==> config.mk <==
export PLATFORM = sky130hd
export DESIGN_NAME = mem_stage_unit
export DESIGN_NICKNAME = d
export VERILOG_FILES = /design/src/rtl/mem_stage_pkg.sv /design/src/rtl/mem_stage_unit_dmem_handshake_fsm.sv /design/src/rtl/mem_stage_unit.sv
export SDC_FILE = /design/constraint.sdc
export NUM_CORES = 1
export LEC_CHECK = 0
export ABC_AREA = 0
export CORE_MARGIN = 1
export CORE_UTILIZATION = 35
export CTS_CLUSTER_DIAMETER = 200
export DETAILED_ROUTE_END_ITERATION = 7
export GPL_ROUTABILITY_DRIVEN = 0
export PLACE_DENSITY = 0.7
export SYNTH_ARGS = -nofsm -noshare
export SYNTH_HDL_FRONTEND = slang
export SYNTH_SLANG_ARGS = --single-unit
==> constraint.sdc <==
create_clock -name CLK -period 2.3 [get_ports CLK]
set_input_delay 0.345 -clock CLK [delete_from_list [all_inputs] [get_ports CLK]]
set_output_delay 0.345 -clock CLK [all_outputs]
set_load 0.02 [all_outputs]
==> src/rtl/mem_stage_pkg.sv <==
// Shared types and constants for the MEM stage: handshake state encoding,
// default memory wait budget and the store-data forwarding select values.
// No logic of its own; imported by the stage top and the handshake FSM.
package mem_stage_pkg;

  // Data memory handshake state
  typedef enum logic [1:0] {
    ST_IDLE = 2'd0,
    ST_BUSY = 2'd1,
    ST_DONE = 2'd2
  } mem_state_t;

  // Cycles to wait for dmem_ack before abandoning an access
  localparam int MAX_WAIT_DEFAULT = 15;

  // Store-data source select
  localparam logic FWD_BUSB = 1'b0;
  localparam logic FWD_WB   = 1'b1;

  // Forward from WB when WB writes the non-zero register the store reads
  function automatic logic fwd_sel(input logic       wb_RegWr,
                                   input logic [4:0] wb_Rd,
                                   input logic [4:0] Rb_M);
    return (wb_RegWr && (wb_Rd != 5'd0) && (wb_Rd == Rb_M)) ? FWD_WB : FWD_BUSB;
  endfunction

endpackage

==> src/rtl/mem_stage_unit_dmem_handshake_fsm.sv <==
// Data memory req/ack handshake: launches an access, waits for ack or timeout.
// Latency: req one edge after launch, DONE one edge after ack/timeout.
// Backpressure: variable-latency memory is absorbed by staying in BUSY.
module dmem_handshake_fsm
  import mem_stage_pkg::*;
#(
  parameter int MAX_WAIT = MAX_WAIT_DEFAULT
) (
  input  logic        CLK,
  input  logic        Resetn,
  input  logic        access,
  input  logic        is_store,
  input  logic [31:0] addr_in,
  input  logic [31:0] wdata_in,
  input  logic [31:0] dmem_rdata,
  input  logic        dmem_ack,
  output logic        dmem_req,
  output logic        dmem_we,
  output logic [31:0] dmem_addr,
  output logic [31:0] dmem_wdata,
  output logic [31:0] data_latch,
  output logic        mem_err,
  output mem_state_t  state
);

  logic [7:0] wait_cnt;

  // Handshake sequencing; acks outside BUSY fall through the case untouched
  always_ff @(posedge CLK or negedge Resetn) begin
    if (!Resetn) begin
      state      <= ST_IDLE;
      wait_cnt   <= 8'd0;
      dmem_req   <= 1'b0;
      dmem_we    <= 1'b0;
      dmem_addr  <= 32'd0;
      dmem_wdata <= 32'd0;
      data_latch <= 32'd0;
      mem_err    <= 1'b0;
    end else begin
      case (state)
        ST_IDLE: begin
          if (access) begin
            dmem_req   <= 1'b1;
            dmem_we    <= is_store;
            dmem_addr  <= addr_in;
            dmem_wdata <= wdata_in;
            wait_cnt   <= 8'd0;
            state      <= ST_BUSY;
          end
        end
        ST_BUSY: begin
          if (dmem_ack) begin
            dmem_req <= 1'b0;
            if (!dmem_we) data_latch <= dmem_rdata;
            state <= ST_DONE;
          end else if (wait_cnt == 8'(MAX_WAIT - 1)) begin
            dmem_req   <= 1'b0;
            mem_err    <= 1'b1;
            data_latch <= 32'd0;
            state      <= ST_DONE;
          end else begin
            wait_cnt <= wait_cnt + 8'd1;
          end
        end
        ST_DONE: state <= ST_IDLE;
        default: state <= ST_IDLE;
      endcase
    end
  end

endmodule

==> src/rtl/mem_stage_unit.sv <==
// MEM stage: branch redirect, WB->store forwarding, dmem access, M/WB register.
// Latency: 1 edge for non-memory ops; 3+ edges for memory ops (ack-dependent).
// Backpressure: Stall_M freezes upstream while an access is launched or pending.
module mem_stage_unit
  import mem_stage_pkg::*;
#(
  parameter int MAX_WAIT = MAX_WAIT_DEFAULT
) (
  input  logic        CLK,
  input  logic        Resetn,
  input  logic        MemWr_M,
  input  logic        MemtoReg_M,
  input  logic        RegWr_M,
  input  logic        Branch_M,
  input  logic        Jump_M,
  input  logic        Zero_M,
  input  logic [31:0] ALUout_M,
  input  logic [31:0] busB_M,
  input  logic [31:0] Target_M,
  input  logic [4:0]  Rd_M,
  input  logic [4:0]  Rb_M,
  output logic        dmem_req,
  output logic        dmem_we,
  output logic [31:0] dmem_addr,
  output logic [31:0] dmem_wdata,
  input  logic [31:0] dmem_rdata,
  input  logic        dmem_ack,
  output logic        Stall_M,
  output logic        PCSrc,
  output logic [31:0] Target_out,
  output logic        wb_RegWr,
  output logic        wb_MemtoReg,
  output logic [4:0]  wb_Rd,
  output logic [31:0] wb_ALUout,
  output logic [31:0] wb_MemData,
  output logic        mem_err
);

  logic        access;
  logic [31:0] store_data;
  logic [31:0] data_latch;
  mem_state_t  state;

  assign access = MemWr_M | MemtoReg_M;

  // Store data comes from WB when it is about to write the register being stored
  always_comb begin
    store_data = busB_M;
    if (fwd_sel(wb_RegWr, wb_Rd, Rb_M) == FWD_WB)
      store_data = wb_MemtoReg ? wb_MemData : wb_ALUout;
  end

  // Hold upstream in the launch cycle and for every pending cycle
  always_comb begin
    Stall_M = (state == ST_BUSY) || ((state == ST_IDLE) && access);
    PCSrc   = (Jump_M | (Branch_M & Zero_M)) & ~Stall_M;
  end

  assign Target_out = Target_M;

  dmem_handshake_fsm #(
    .MAX_WAIT(MAX_WAIT)
  ) u_hs (
    .CLK       (CLK),
    .Resetn    (Resetn),
    .access    (access),
    .is_store  (MemWr_M),
    .addr_in   (ALUout_M),
    .wdata_in  (store_data),
    .dmem_rdata(dmem_rdata),
    .dmem_ack  (dmem_ack),
    .dmem_req  (dmem_req),
    .dmem_we   (dmem_we),
    .dmem_addr (dmem_addr),
    .dmem_wdata(dmem_wdata),
    .data_latch(data_latch),
    .mem_err   (mem_err),
    .state     (state)
  );

  // M/WB register: bubble while the access is in flight, load when it completes
  always_ff @(posedge CLK or negedge Resetn) begin
    if (!Resetn) begin
      wb_RegWr    <= 1'b0;
      wb_MemtoReg <= 1'b0;
      wb_Rd       <= 5'd0;
      wb_ALUout   <= 32'd0;
      wb_MemData  <= 32'd0;
    end else begin
      case (state)
        ST_IDLE: begin
          if (access) begin
            wb_RegWr <= 1'b0;
          end else begin
            wb_RegWr    <= RegWr_M;
            wb_MemtoReg <= MemtoReg_M;
            wb_Rd       <= Rd_M;
            wb_ALUout   <= ALUout_M;
          end
        end
        ST_BUSY: wb_RegWr <= 1'b0;
        ST_DONE: begin
          wb_RegWr    <= RegWr_M;
          wb_MemtoReg <= MemtoReg_M;
          wb_Rd       <= Rd_M;
          wb_ALUout   <= ALUout_M;
          wb_MemData  <= data_latch;
        end
        default: wb_RegWr <= 1'b0;
      endcase
    end
  end

endmodule

* Word-level counts from Yosys, hierarchy flattened
Cells that the tools add are included.
** Operators by class
- Add/subtract/negate cells :: 1
- Muxes and demuxes :: 26
- Equality and inequality tests :: 10
- Reduce and logical (&&, ||, !) cells :: 16
- Bitwise gates (word level) :: 6
** Operator list (number)
- 32-bit two-way mux :: 6
- 32-bit one-hot mux with 2 select lines :: 1
- 8-bit two-way mux :: 3
- 8-bit one-hot mux with 2 select lines :: 1
- 2-bit inequality test, second input constant :: 5
- 5-bit one-hot mux with 2 select lines :: 1
- 3-bit AND reduction :: 3
- 8-bit by 1-bit adder with 8-bit output, second input constant :: 1
- 8-bit by 4-bit equality test with 1-bit output, second input constant :: 1
- 1-bit two-way mux :: 6
- 2-bit two-way mux :: 3
- 1-bit one-hot mux with 2 select lines :: 3
- 2-bit AND reduction :: 3
- 2-bit nonzero test :: 3
- 5-bit equality test :: 1
- 5-bit two-way mux :: 1
- 5-bit nonzero test :: 1
- 2-bit one-hot mux with 2 select lines :: 1
- 4-bit AND reduction :: 1
- 1-bit logical AND :: 3
- 3-bit by 2-bit inequality test with 1-bit output, second input constant :: 1
- 1-bit bitwise AND :: 2
- 2-bit by 1-bit equality test with 1-bit output, second input constant :: 1
- 2-bit equality test, second input constant :: 1
- other kinds (4) :: 6
** Storage, ports and cells
- Input port bits :: 147
- Logic and storage cells :: 72
- Flip-flop bits (word level) :: 180
- Output and inout bits :: 172

* Longest topological paths before layout
Gate-level depths: netlist of the first run.
- Depth after elaboration :: 5
- Gate-level depth with buffers :: 7
- Mapped depth without buffers :: 6

* Modules after synthesis
A second synthesis of the first run with hierarchy kept.
** Unflattened totals
- Cell total of the unflattened synthesis :: 545
- Area, all modules :: 8051.5 µm²
** By module, submodules not included
- dmem_handshake_fsm :: seq. area each 2727.6 µm², cells an instance 270, area each 4171.5 µm², times used 1
- mem_stage_unit :: seq. area each 1776.7 µm², cells an instance 275, area each 3880.0 µm², times used 1

* Worst setup path after synthesis of the first run
No wires, ideal clock.
- Path kind :: register to register
- Start :: register u_hs.wait_cnt[0]
- End :: register u_hs.data_latch[10]
- Setup time :: 0.124 ns
- Cell stages (with the launch flop) :: 8
- Clock period less this slack :: 1.783 ns
- Data arrival time :: 1.659 ns
- Required time :: 2.176 ns
- Buffers on the path :: 1
- Setup slack :: 0.517 ns
- Path through :: dfrtp_1 > inv_1 > ha_1 > or4b_4 > nor4_2 > o21ai_2 > buf_6 > mux2i_1
** On the way
- Longest elaborated chain between the ends :: 3
** Ends and longest elaborated chain
- start, declared :: RTL line mem_stage_unit_dmem_handshake_fsm.sv:26 : logic [7:0] wait_cnt;
- start signal, assigned :: RTL line mem_stage_unit_dmem_handshake_fsm.sv:62 : wait_cnt <= wait_cnt + 8'd1;
- 8-bit by 4-bit equality test with 1-bit output :: RTL line mem_stage_unit_dmem_handshake_fsm.sv:56 : end else if (wait_cnt == 8'(MAX_WAIT - 1)) begin
- 2-bit nonzero test (no line)
- 3-bit AND reduction (no line)
- end signal, assigned :: RTL line mem_stage_unit_dmem_handshake_fsm.sv:54 : if (!dmem_we) data_latch <= dmem_rdata;
- end, declared :: RTL line mem_stage_unit_dmem_handshake_fsm.sv:21 : output logic [31:0] data_latch,
No other way between the ends.
A chain may end at the register's enable or synchronous reset.

* Final worst setup path of the first run
- Start :: register wb_MemtoReg
- End :: output wb_MemtoReg
** RTL lines
- start, declared :: RTL line mem_stage_unit.sv:32 : output logic wb_MemtoReg,
- start signal, assigned :: RTL line mem_stage_unit.sv:96 : wb_MemtoReg <= MemtoReg_M;
- start signal, assigned :: RTL line mem_stage_unit.sv:104 : wb_MemtoReg <= MemtoReg_M;
No word-level cell between the ends.

==> results.sh, run 1 <==
export IMPL_status="finished clean"
export IMPL_start_util_pct=36.0
export IMPL_vias=6447
export IMPL_syn_to_final_growth_pct=42.2
export IMPL_portBuffers=254
export IMPL_avgViaCountPerCell=4.96
export IMPL_cts_root_buffer="clkbuf_16"
export IMPL_synth_edf_count=0
export IMPL_core_area_mm2=0.0229
export IMPL_synth_distinct_cells=38
export IMPL_cts_sinks=180
export IMPL_wirelength_um=23500
export IMPL_maxSlewViolCount=0
export IMPL_synth_cells=758
export IMPL_ir_drop_v=0.000602
export IMPL_cts_buffer_depth=2
export IMPL_dp_hpwl_um=16300
export IMPL_grt_pass1_vias=6574
export IMPL_grt_max_degree=65
export IMPL_nets=1123
export IMPL_dp_slack_ns=0.190
export IMPL_fp_row_count=55
export IMPL_postCtsSetupBuffers=0
export IMPL_layout_common_cells="251 x clkdlybuf4s50_1, 179 x dfrtp_1, 170 x nand2_1"
export IMPL_synth_ff_type="dfrtp_1"
export IMPL_synthesis_area_mm2=0.00826
export IMPL_fill_cells=2067
export IMPL_post_route_period_util_pct=91.8
export IMPL_setup_slack_ns=0.189
export IMPL_async_flop_share_pct=100
export IMPL_rsz0062_at_grt="no"
export IMPL_min_period_ns=2.11
export IMPL_power_leakage_nw=5.34
export IMPL_clock_latency_ns=0.42
export IMPL_drtIter0Drc=332
export IMPL_synthesis_nets=907
export IMPL_path_buf_inv=1
export IMPL_mostFrequentLayoutCell="clkdlybuf4s50_1"
export IMPL_fin_skew_ns=0.0141
export IMPL_drcViolationCount=0
export IMPL_cp_slowest_cell="clkdlybuf4s50_1"
export IMPL_arrival_ns=1.77
export IMPL_die_y_um=156
export IMPL_cpPeakStageDelay_ns=0.71
export IMPL_ys_seq_area_share_pct=54.5
export IMPL_pin_count=319
export IMPL_cts_tree="built"
export IMPL_synth_yosys_warnings=0
export IMPL_setup_worst_path_end_class="output port"
export IMPL_cp_start_kind="flop"
export IMPL_clkSlewWorstSetupHoldPaths_ns=0.08
export IMPL_grt_util_all_layers_pct=19.7
export IMPL_ant_nets=0
export IMPL_setup_viol_count_final=0
export IMPL_ys_seq_elements=180
export IMPL_maxCapViolations=0
export IMPL_synth_avg_cell_area_um2=10.9
export IMPL_routedWlPerCell_um=18.0
export IMPL_chipWidth_um=156
export IMPL_power_density_mw_per_mm2=1430
export IMPL_antenna_found_initial=0
export IMPL_dieArea_mm2=0.0242
export IMPL_critical_path_top_delay_family="buffers and inverters"
export IMPL_worstHoldPathType="in2reg"
export IMPL_overflow=0
export IMPL_max_freq_mhz=474
export IMPL_tns_ns=0
export IMPL_finalHoldViolCount=0
export IMPL_final_core_util_pct=51.3
export IMPL_first_pass_iters=4
export IMPL_drive_gt1_share_pct=14.7
export IMPL_worst_pin_slew_ns=0.628
export IMPL_numCtsBuffers=17
export IMPL_cp_max_fo=12
export IMPL_criticalPathCategory="reg2out"
export IMPL_crit_chain="clkdlybuf4s50_1"
export IMPL_relSlewSlack_pct=58.2
export IMPL_cts_max_level=4
export IMPL_grt_pass1_wl_um=36500
export IMPL_antennaDiodeCount=0
export IMPL_worstPathRequired_ns=1.96
logic make-up (layout without fill, tap and decap cells):
| kind of cell | Yosys count | in the layout | synth area share (%) |
|---|---|---|---|
| mux | 133 | 133 | 17.2 |
| buf+inv | 119 | 348 | 7.39 |
| simple gates | 206 | 206 | 10.3 |
| fa+ha+maj | 2 | 2 | 0.303 |
| flops | 180 | 180 | 54.5 |
| compound gates | 109 | 109 | 9.32 |
| xor+xnor | 9 | 9 | 0.954 |
per-layer routing:
| metal | routed length [um] | track usage [%] |
|---|---|---|
| met1 | 9940 | 24.0 |
| met2 | 11600 | 33.8 |
| met3 | 1530 | 4.81 |
| met4 | 433 | 6.63 |
| met5 | 0 | 0 |
metrics by stage:
stage	instances	cell area, um^2	total power [mW]	hold slack [ns]
final	1300	11700	16.8	0.337
after detailed placement	1267	11100	13.9	0.381
after floorplan	758	8260	10.0	0.0494
after global routing	1300	11700	17.8	0.336
after CTS	1300	11700	17.0	0.309
after global placement	1267	11100	13.8	0.379
what timing repair did:
action | 4_1_cts | 5_1_grt
hold buffers | 1 | 0
setup endpoints to repair | 0 | 1
hold endpoints to repair | 52 | 0
resized for setup | 0 | 1
path summary, 6_finish.rpt:
| path | start | end | slack, ns | cells past startpoint |
|---|---|---|---|---|
| min in group asynchronous | Resetn | u_hs.dmem_addr[1]$_DFFE_PN0P_ | 0.49 | 2 |
| worst max register to register | u_hs.wait_cnt[0]$_DFFE_PN0P_ | u_hs.data_latch[19]$_DFFE_PN0P_ | 0.24 | 7 |
| worst min register to register | u_hs.dmem_addr[8]$_DFFE_PN0P_ | u_hs.dmem_addr[8]$_DFFE_PN0P_ | 0.48 | 2 |
| worst max-delay path | wb_MemtoReg$_DFFE_PN0P_ | wb_MemtoReg | 0.19 | 1 |
| max in group asynchronous | Resetn | u_hs.data_latch[4]$_DFFE_PN0P_ | 1.11 | 3 |
| worst min-delay path | dmem_ack | u_hs.data_latch[2]$_DFFE_PN0P_ | 0.34 | 3 |
power by group:
group / total (mW) / leakage, nW / internal (mW) / switching (mW)
logic: 8.13 / 2.81 / 3.93 / 4.20
clock network: 3.00 / 0.295 / 1.57 / 1.43
registers: 5.69 / 2.24 / 4.63 / 1.05
total: 16.8 / 5.34 / 10.1 / 6.68
cells in the mapped netlist, types with 3 or more instances:
cell type / instances / area, um^2
dfrtp_1: 180 / 4500
nand2_1: 170 / 638
mux2_2: 69 / 777
mux2i_1: 64 / 641
inv_1: 34 / 128
o21ai_0: 34 / 170
a31oi_1: 32 / 200
a41o_1: 32 / 320
buf_4: 32 / 240
clkbuf_1: 30 / 113
buf_2: 17 / 85.1
nor2_1: 12 / 45.0
xor2_1: 6 / 52.6
nor3_1: 4 / 20.0
a21oi_1: 3 / 15.0
buf_1: 3 / 11.3
buf_6: 3 / 33.8
nor2b_1: 3 / 18.8
xnor2_1: 3 / 26.3
state kept, by name, summed over array words and instances, names as in the netlist:
register and cells:
u_hs.state 2, u_hs.dmem_we 1, wb_RegWr 1, wb_Rd 5, wb_MemtoReg 1, u_hs.data_latch 32
wb_MemData 32, u_hs.dmem_addr 32, u_hs.wait_cnt 8, u_hs.dmem_wdata 32, u_hs.mem_err 1, u_hs.dmem_req 1
wb_ALUout 32
layout make-up:
| class | count | area (um^2) | area share [%] |
|---|---|---|---|
| Clock buffer | 17 | 425 | 3.62 |
| Sequential cell | 180 | 4510 | 38.4 |
| Timing Repair Buffer | 282 | 2920 | 24.8 |
| Clock inverter | 15 | 184 | 1.57 |
| Inverter | 34 | 128 | 1.09 |
| Multi-Input combinational cell | 459 | 3200 | 27.2 |
| Tap cell | 313 | 392 | 3.33 |
(Power assumes the default switching activity.)
==> run 2: changes to the inputs <==
GPL_ROUTABILITY_DRIVEN = unset   (was 0)
==> results of run 2 <==
No change in the layout: final DEF, timing and power equal those of run 1.
